**config.mk**
```make
export PLATFORM = sky130hd
export DESIGN_NAME = quad_tuner
export DESIGN_NICKNAME = d
export VERILOG_FILES = /design/src/rtl/quad_tuner.sv
export SDC_FILE = /design/constraint.sdc
export NUM_CORES = 1
export LEC_CHECK = 0
export BUFFER_PORTS_ARGS = -buffer_cell sky130_fd_sc_hd__clkbuf_2
export CORE_ASPECT_RATIO = 0.75
export CORE_MARGIN = 2
export CORE_UTILIZATION = 64
export CTS_CLUSTER_DIAMETER = 40
export DETAILED_ROUTE_END_ITERATION = 6
export HOLD_SLACK_MARGIN = 0.02
export MAX_ROUTING_LAYER = met4
export PLACE_DENSITY_LB_ADDON = 0.05
export RECOVER_POWER = 50
export SETUP_SLACK_MARGIN = 0.4
export SYNTH_ARGS = -nofsm -noshare
export SYNTH_HDL_FRONTEND = slang
export SYNTH_SLANG_ARGS = --single-unit
```
**constraint.sdc**
```tcl
create_clock -name clk -period 10.9 [get_ports clk]
set_input_delay 2.18 -clock clk [delete_from_list [all_inputs] [get_ports clk]]
set_output_delay 2.18 -clock clk [all_outputs]
set_load 0.02 [all_outputs]
```
**src/rtl/quad_tuner.sv**
```systemverilog
// Encoder/button front end for the DDS core: synchronises the inputs, decodes x4 quadrature
// steps with velocity acceleration into a saturating tuning word, and cycles the waveform select.
module quad_tuner #(
    parameter int TW_BITS         = 11,
    parameter int TW_RESET        = 1,
    parameter int ACCEL_WINDOW    = 50000,
    parameter int DEBOUNCE_CYCLES = 1000000,
    parameter int NUM_WAVES       = 5
) (
    input  logic               clk,
    input  logic               reset,
    input  logic               quadA,
    input  logic               quadB,
    input  logic               button,
    output logic [TW_BITS-1:0] tune_word,
    output logic [2:0]         wave_type,
    output logic               tune_changed,
    output logic [1:0]         accel_level
);

    localparam int GAP_W = $clog2(ACCEL_WINDOW + 1);
    localparam int DB_W  = $clog2(DEBOUNCE_CYCLES + 1);
    localparam logic [TW_BITS:0] TW_MAX = {1'b0, {TW_BITS{1'b1}}};

    logic [2:0] w_async;
    logic [1:0] w_sync_mid;
    logic [2:0] w_sync_old;

    assign w_async = {button, quadB, quadA};

    // Bit 0 of each shift register faces the asynchronous pin; decode uses bits 2 and 1.
    for (genvar gi = 0; gi < 3; gi++) begin : g_sync
        logic [2:0] r_shift;

        always_ff @(posedge clk) begin
            if (reset) begin
                r_shift <= '0;
            end else begin
                r_shift <= {r_shift[1:0], w_async[gi]};
            end
        end

        assign w_sync_old[gi] = r_shift[2];
        if (gi < 2) begin : g_mid
            assign w_sync_mid[gi] = r_shift[1];
        end
    end

    logic w_a_old, w_a_new, w_b_old, w_b_new, w_btn;
    assign w_a_old = w_sync_old[0];
    assign w_b_old = w_sync_old[1];
    assign w_a_new = w_sync_mid[0];
    assign w_b_new = w_sync_mid[1];
    assign w_btn   = w_sync_old[2];

    // A simultaneous A/B toggle cancels in the XOR and is ignored as illegal.
    logic w_event, w_dir_up;
    assign w_event  = w_a_old ^ w_a_new ^ w_b_old ^ w_b_new;
    assign w_dir_up = w_a_old ^ w_b_new;

    logic [GAP_W-1:0]   r_gap;
    logic [1:0]         r_level;
    logic               r_last_dir;
    logic [TW_BITS-1:0] r_tune_word;
    logic               r_tune_changed;

    always_ff @(posedge clk) begin
        if (reset) begin
            r_gap <= GAP_W'(ACCEL_WINDOW);
        end else if (w_event) begin
            r_gap <= '0;
        end else if (r_gap < GAP_W'(ACCEL_WINDOW)) begin
            r_gap <= r_gap + 1'b1;
        end
    end

    logic [1:0] w_level_next;
    always_comb begin
        w_level_next = 2'd0;
        if ((r_gap < GAP_W'(ACCEL_WINDOW)) && (w_dir_up == r_last_dir)) begin
            w_level_next = (r_level == 2'd3) ? 2'd3 : r_level + 2'd1;
        end
    end

    // One extra bit of headroom exposes overflow on the way up and borrow on the way down.
    logic [TW_BITS:0]   w_step, w_sum, w_diff;
    logic [TW_BITS-1:0] w_tune_calc;
    assign w_step = (TW_BITS + 1)'(1) << {w_level_next, 1'b0};
    assign w_sum  = {1'b0, r_tune_word} + w_step;
    assign w_diff = {1'b0, r_tune_word} - w_step;

    always_comb begin
        w_tune_calc = r_tune_word;
        if (w_dir_up) begin
            w_tune_calc = (w_sum > TW_MAX) ? TW_MAX[TW_BITS-1:0] : w_sum[TW_BITS-1:0];
        end else begin
            w_tune_calc = w_diff[TW_BITS] ? '0 : w_diff[TW_BITS-1:0];
        end
    end

    always_ff @(posedge clk) begin
        if (reset) begin
            r_tune_word    <= TW_BITS'(TW_RESET);
            r_tune_changed <= 1'b0;
            r_level        <= 2'd0;
            r_last_dir     <= 1'b0;
        end else begin
            r_tune_changed <= 1'b0;
            if (w_event) begin
                r_level        <= w_level_next;
                r_last_dir     <= w_dir_up;
                r_tune_word    <= w_tune_calc;
                r_tune_changed <= (w_tune_calc != r_tune_word);
            end
        end
    end

    logic            r_db;
    logic [DB_W-1:0] r_db_cnt;
    logic [2:0]      r_wave;

    // The debounced level flips on the last of DEBOUNCE_CYCLES consecutive mismatching samples.
    always_ff @(posedge clk) begin
        if (reset) begin
            r_db     <= 1'b0;
            r_db_cnt <= '0;
            r_wave   <= 3'd0;
        end else if (w_btn != r_db) begin
            if (r_db_cnt == DB_W'(DEBOUNCE_CYCLES - 1)) begin
                r_db     <= w_btn;
                r_db_cnt <= '0;
                if (w_btn) begin
                    r_wave <= (r_wave == 3'(NUM_WAVES - 1)) ? 3'd0 : r_wave + 3'd1;
                end
            end else begin
                r_db_cnt <= r_db_cnt + 1'b1;
            end
        end else begin
            r_db_cnt <= '0;
        end
    end

    assign tune_word    = r_tune_word;
    assign tune_changed = r_tune_changed;
    assign accel_level  = r_level;
    assign wave_type    = r_wave;

endmodule
```
== Word level (Yosys, flattened, before mapping) ==
Cells that the tools add are included.

* Register bits after elaboration: 64
* Input port bits: 5
* Output and inout port bits: 17
* Logic and storage cells: 48

* Add/sub/neg operators: 6
* $lt $le $gt $ge: 2
* Equal/unequal tests: 6
* Shift operators: 1
* Mux-type cells: 8
* Bitwise operators: 6
* Reduce and logical (&&, ||, !) cells: 7

{| class="wikitable"
|+ Operators with widths
! operator !! number
|-
| $mux W11 || 3
|-
| $mux W16 || 2
|-
| $add A20 B1 Y20 const B || 1
|-
| $eq A20 B20 Y1 const B || 1
|-
| $add A16 B1 Y16 const B || 1
|-
| $lt A16 B16 Y1 const B || 1
|-
| $add A11 B12 Y12 || 1
|-
| $gt A12 B11 Y1 const B || 1
|-
| $shl A1 B3 Y12 const A || 1
|-
| $sub A11 B12 Y12 || 1
|-
| $ne A11 B11 Y1 || 1
|-
| $mux W2 || 2
|-
| $reduce_or A2 Y1 || 2
|-
| $xor A1 B1 Y1 || 4
|-
| $add A3 B1 Y3 const B || 1
|-
| $eq A3 B3 Y1 const B || 1
|-
| $mux W3 || 1
|-
| $reduce_and A3 Y1 || 1
|-
| $reduce_or A3 Y1 || 1
|-
| $add A2 B1 Y2 const B || 1
|-
| $eq A2 B2 Y1 const B || 1
|-
| $not A1 Y1 || 2
|-
| $reduce_and A2 Y1 || 1
|-
| $reduce_bool A2 Y1 || 1
|-
| 3 further kinds || 3
|}

== Longest topological paths before layout ==
* Word-level depth: 10
* Gate-level depth with buffers: 15
* Depth with buffers taken out: 15

== Worst setup path before layout ==
No wires, ideal clock.

* Path type: flip-flop to flip-flop
* Start: register r_gap[10]
* End: register r_tune_changed, in the netlist tune_changed
* Setup time: 0.131 ns
* Arrival: 3.464 ns
* Data required time: 10.769 ns
* Setup slack: 7.305 ns
* Cell stages (with the launch flop): 13
* Path buffers: 0
* Clock period less this slack: 3.595 ns
* Path through: dfxtp_1 or4_1 o211ai_4 nand2_1 or3_1 ha_1 and3b_4 o221a_4 o21a_1 nor2_2 a31o_1 a2111oi_2 a31oi_1

* Cells in the longest elaborated chain, start to end: 9
* Elaborated cells on any way between the ends: 11
* Classes of those cells: add/sub (2); order compare (2); eq/ne (1); shift (1); mux (4); reduce/logical (1)

{| class="wikitable"
|+ Ends and longest elaborated chain
! what !! line !! source
|-
| from (decl) || 61 || <nowiki>logic [GAP_W-1:0] r_gap;</nowiki>
|-
| from (signal assigned) || 69 || <nowiki>r_gap <= GAP_W'(ACCEL_WINDOW);</nowiki>
|-
| from (signal assigned) || 73 || <nowiki>r_gap <= r_gap + 1'b1;</nowiki>
|-
| $lt A16 B16 Y1 (*) || 80 || <nowiki>if ((r_gap < GAP_W'(ACCEL_WINDOW)) && (w_dir_up == r_last_dir)) begin</nowiki>
|-
| $logic_and A1 B1 Y1 (*) || 80 ||
|-
| $mux W2 (*) || 80 ||
|-
| $shl A1 B3 Y12 (*) || 88 || <nowiki>assign w_step = (TW_BITS + 1)'(1) << {w_level_next, 1'b0};</nowiki>
|-
| $add A11 B12 Y12 || 89 || <nowiki>assign w_sum = {1'b0, r_tune_word} + w_step;</nowiki>
|-
| $gt A12 B11 Y1 || 95 || <nowiki>w_tune_calc = (w_sum > TW_MAX) ? TW_MAX[TW_BITS-1:0] : w_sum[TW_BITS-1:0];</nowiki>
|-
| $mux W11 || 95 ||
|-
| $mux W11 (*) || 94 || <nowiki>if (w_dir_up) begin</nowiki>
|-
| $ne A11 B11 Y1 (*) || 113 || <nowiki>r_tune_changed <= (w_tune_calc != r_tune_word);</nowiki>
|-
| to (signal assigned) || 113 ||
|-
| to (decl) || 65 || <nowiki>logic r_tune_changed;</nowiki>
|}

Every way passes the cells marked *; elsewhere a longest branch is shown, timed or not.
A chain may end at the register's enable or synchronous reset.

== Worst setup path in the final report ==
* Start: register g_sync[1].r_shift[1]
* End: register r_tune_changed, in the netlist tune_changed

* Cells in the longest elaborated chain, start to end: 10
* Elaborated cells on any way between the ends: 15
* Classes of those cells: add/sub (2); order compare (1); eq/ne (2); shift (1); mux (4); bitwise (3); reduce/logical (2)

{| class="wikitable"
|+ Ends and longest elaborated chain
! what !! line !! source
|-
| from (decl) || 33 || <nowiki>logic [2:0] r_shift;</nowiki>
|-
| from (signal assigned) || 39 || <nowiki>r_shift <= {r_shift[1:0], w_async[gi]};</nowiki>
|-
| $xor A1 B1 Y1 || 59 || <nowiki>assign w_dir_up = w_a_old ^ w_b_new;</nowiki>
|-
| $eq A1 B1 Y1 || 80 ||
|-
| $logic_and A1 B1 Y1 || 80 ||
|-
| $mux W2 || 80 ||
|-
| $shl A1 B3 Y12 || 88 ||
|-
| $add A11 B12 Y12 || 89 ||
|-
| $gt A12 B11 Y1 || 95 ||
|-
| $mux W11 || 95 ||
|-
| $mux W11 || 94 ||
|-
| $ne A11 B11 Y1 || 113 ||
|}

Several ways; a longest one is shown, not always the timed one.

==> results.json <==
{
  "outcome": "finished, final reports clean",
  "grt-ovfl-total": 0,
  "max-vdd-ir-drop_v": 0.0000978,
  "rows": 24,
  "root_buffer": "clkbuf_8",
  "die_w_um": 92.1,
  "pin_count": 22,
  "drive_above_1_share_pct": 10.5,
  "ant_nets": 0,
  "fmax_ghz": 0.247,
  "rsz0062_at_grt": "false",
  "worstMarginPinSlew_ns": 1.38,
  "initial_core_util_pct": 65.3,
  "syn_area_sq_mm": 0.00373,
  "drv_cap": 0,
  "viasPerCell": 5.95,
  "synth-seq-cells": 64,
  "power.density_mw_per_mm2": 204,
  "synth_edf_count": 0,
  "finalCritPeriodShare_pct": 37.2,
  "core_sq_mm": 0.00571,
  "synth.distinct_cells": 73,
  "grt_pass1_vias": 2845,
  "postCtsSetupBuffers": 0,
  "synth_area_per_cell_sq_um": 8.47,
  "routedWlPerCell_um": 15.1,
  "die_h_um": 70.1,
  "grt_pass1_wl_mm": 13.5,
  "start_kind": "register",
  "utilization_pct": 70.0,
  "cts_num_sinks": 64,
  "pre_cts_slack_ns": 6.94,
  "routabilityCongestion": 0.944,
  "async_flop_share_pct": 0,
  "grtUsageTotal_pct": 26.7,
  "synth_cells": 440,
  "setup-violations-final": 0,
  "postCtsHoldBufs": 0,
  "antenna_found_initial": 0,
  "routed_wl_mm": 8.06,
  "clk_pin_slew_ns": 0.08,
  "synth_nets": 460,
  "fin_nets": 472,
  "hold_violations": 0,
  "cts_tree": "built",
  "final_cells": 535,
  "ctsResizeCount": 0,
  "dieArea_sq_mm": 0.00646,
  "insertion_delay_ns": 0.34,
  "dp_cells": 519,
  "portBuffers": 21,
  "dp_hpwl_mm": 5.70,
  "yosysMostFrequentCell": "dfxtp_1",
  "relSlewSlack_pct": 8.11,
  "cp_max_fo": 13,
  "cts_buffer_depth": 2,
  "firstDrtPassIters": 5,
  "synthFlopType": "dfxtp_1",
  "slew_violations": 0,
  "grt_max_degree": 33,
  "required_ns": 11.12,
  "clock_skew_ns": 0.00919,
  "htreeDepth": 3,
  "drtIter0Drc": 283,
  "leakage_nw": 1.51,
  "min_period_ns": 4.05,
  "drcViolationCount": 0,
  "yosys.area.top_type": "dfxtp_1",
  "crit_path_end_kind": "register",
  "area_growth_pct": 7.22,
  "vias": 3185,
  "tns_ns": 0,
  "hp-class": "reg -> reg",
  "ys_warn_count": 0,
  "synth_area_leaders": "dfxtp_1 34%, nor2_1 5.3%, ha_1 5.0%, xnor2_1 4.7%, xor2_1 3.8%",
  "antenna_cells": 0,
  "worst_slack_ns": 6.85,
  "worstPathArrival_ns": 4.27,
  "criticalPathCategory": "reg -> reg",
  "fin_hold_ws_ns": 0.441,
  "cts_made_buffers": 9,
  "yosys.area.top_type_share_pct": 34.4,
  "synth-seq-area-share_pct": 34.4,
  "netlist_top_cells_count": "64 x dfxtp_1, 53 x nor2_1, 36 x nand2_1, 23 x a21oi_1, 20 x xnor2_1"
}
final timing paths:
path                                                 startpoint                              end  slack (ns)  cells past startpoint
worst max-delay path            g_sync[1].r_shift[1]$_SDFF_PP0_          tune_changed$_SDFF_PP0_        6.85                     12
worst min register to register  g_sync[0].r_shift[0]$_SDFF_PP0_  g_sync[0].r_shift[1]$_SDFF_PP0_        0.44                      1
worst min-delay path            g_sync[0].r_shift[0]$_SDFF_PP0_  g_sync[0].r_shift[1]$_SDFF_PP0_        0.44                      1
worst max register to register  g_sync[1].r_shift[1]$_SDFF_PP0_          tune_changed$_SDFF_PP0_        6.85                     12
cells by family after synthesis:
kind of cell | synth area share (%)
adder cells (fa/ha/maj) | 5.04
flip-flops | 34.4
buffers and inverters | 4.87
multiplexers | 1.38
AO/OA/AOI/OAI | 20.7
AND/OR/NAND/NOR | 24.3
XOR/XNOR | 9.33
power by group:
part / leakage (nW) / internal, mW / switching (mW)
Clock: 0.0838 / 0.0847 / 0.103
Combinational: 0.906 / 0.137 / 0.208
Sequential: 0.520 / 0.251 / 0.0327
metal layers:
layer	share of wire (%)	track usage (%)	vias up
met5	0	-	-
met3	6.0	5.50	8
li1	-	-	1579
met1	50	37.6	1483
met4	1.2	8.46	0
met2	43	38.9	115
cell usage in the layout, fill, tap and decap left out, types with 3 or more instances in the layout:
| cell type | Yosys | final |
|---|---|---|
| a31oi_1 | 4 | 4 |
| nand4_1 | 6 | 6 |
| nor3_1 | 8 | 8 |
| nand2b_1 | 5 | 5 |
| mux2i_1 | 4 | 4 |
| and4_1 | 3 | 3 |
| nor4b_1 | 4 | 4 |
| and3_1 | 6 | 6 |
| clkinvlp_4 | 0 | 3 |
| clkbuf_8 | 0 | 9 |
| nor2_1 | 53 | 53 |
| o21ai_0 | 19 | 19 |
| o21bai_1 | 3 | 3 |
| o21a_1 | 5 | 5 |
| a21o_1 | 8 | 8 |
| clkbuf_1 | 9 | 9 |
| a21oi_1 | 23 | 23 |
| o31ai_1 | 4 | 4 |
| nor2b_1 | 13 | 13 |
| xnor2_1 | 20 | 20 |
| xor2_1 | 16 | 16 |
| inv_1 | 17 | 17 |
| o22ai_1 | 3 | 3 |
| clkbuf_2 | 3 | 12 |
| ha_1 | 15 | 15 |
| nand2_1 | 36 | 36 |
| a211oi_1 | 6 | 6 |
| dfxtp_1 | 64 | 64 |
| or3_1 | 7 | 7 |
| nor4_1 | 3 | 3 |
| a211o_1 | 4 | 4 |
| nand3_1 | 14 | 14 |
state kept, by name, indices dropped and copies added, names as in the netlist:
signal          count
accel_level         2
tune_changed        1
r_gap              16
r_db                1
g_sync.r_shift      9
wave_type           3
tune_word          11
r_last_dir          1
r_db_cnt           20
per-stage QoR:
stage	power [mW]	cell area [sq um]
finish	0.816	4000
global route	0.863	4000
CTS	0.813	4010
detailed placement	0.624	3830
global placement	0.620	3830
floorplan	0.560	3730
critical path: stages (launching register included):
cell       delay [ns]
dfxtp_1          0.44
xor2_2           0.69
xnor2_1          0.19
nand2_1          0.16
or3_1            0.40
ha_1             0.40
and3b_4          0.25
o221a_4          0.31
o21a_1           0.22
nor2_2           0.28
a2111oi_0        0.16
a211oi_1         0.30
a31oi_1          0.13
final cells by class:
cell class,count,area [sq um]
Clock buffer,9,124
Fill cell,482,1710
Sequential cell,64,1280
Multi-Input combinational cell,337,2260
Clock inverter,7,56.3
Timing Repair Buffer,23,109
Tap cell,78,97.6
Inverter,17,63.8
Note: power is estimated with default switching activity, not from simulation.
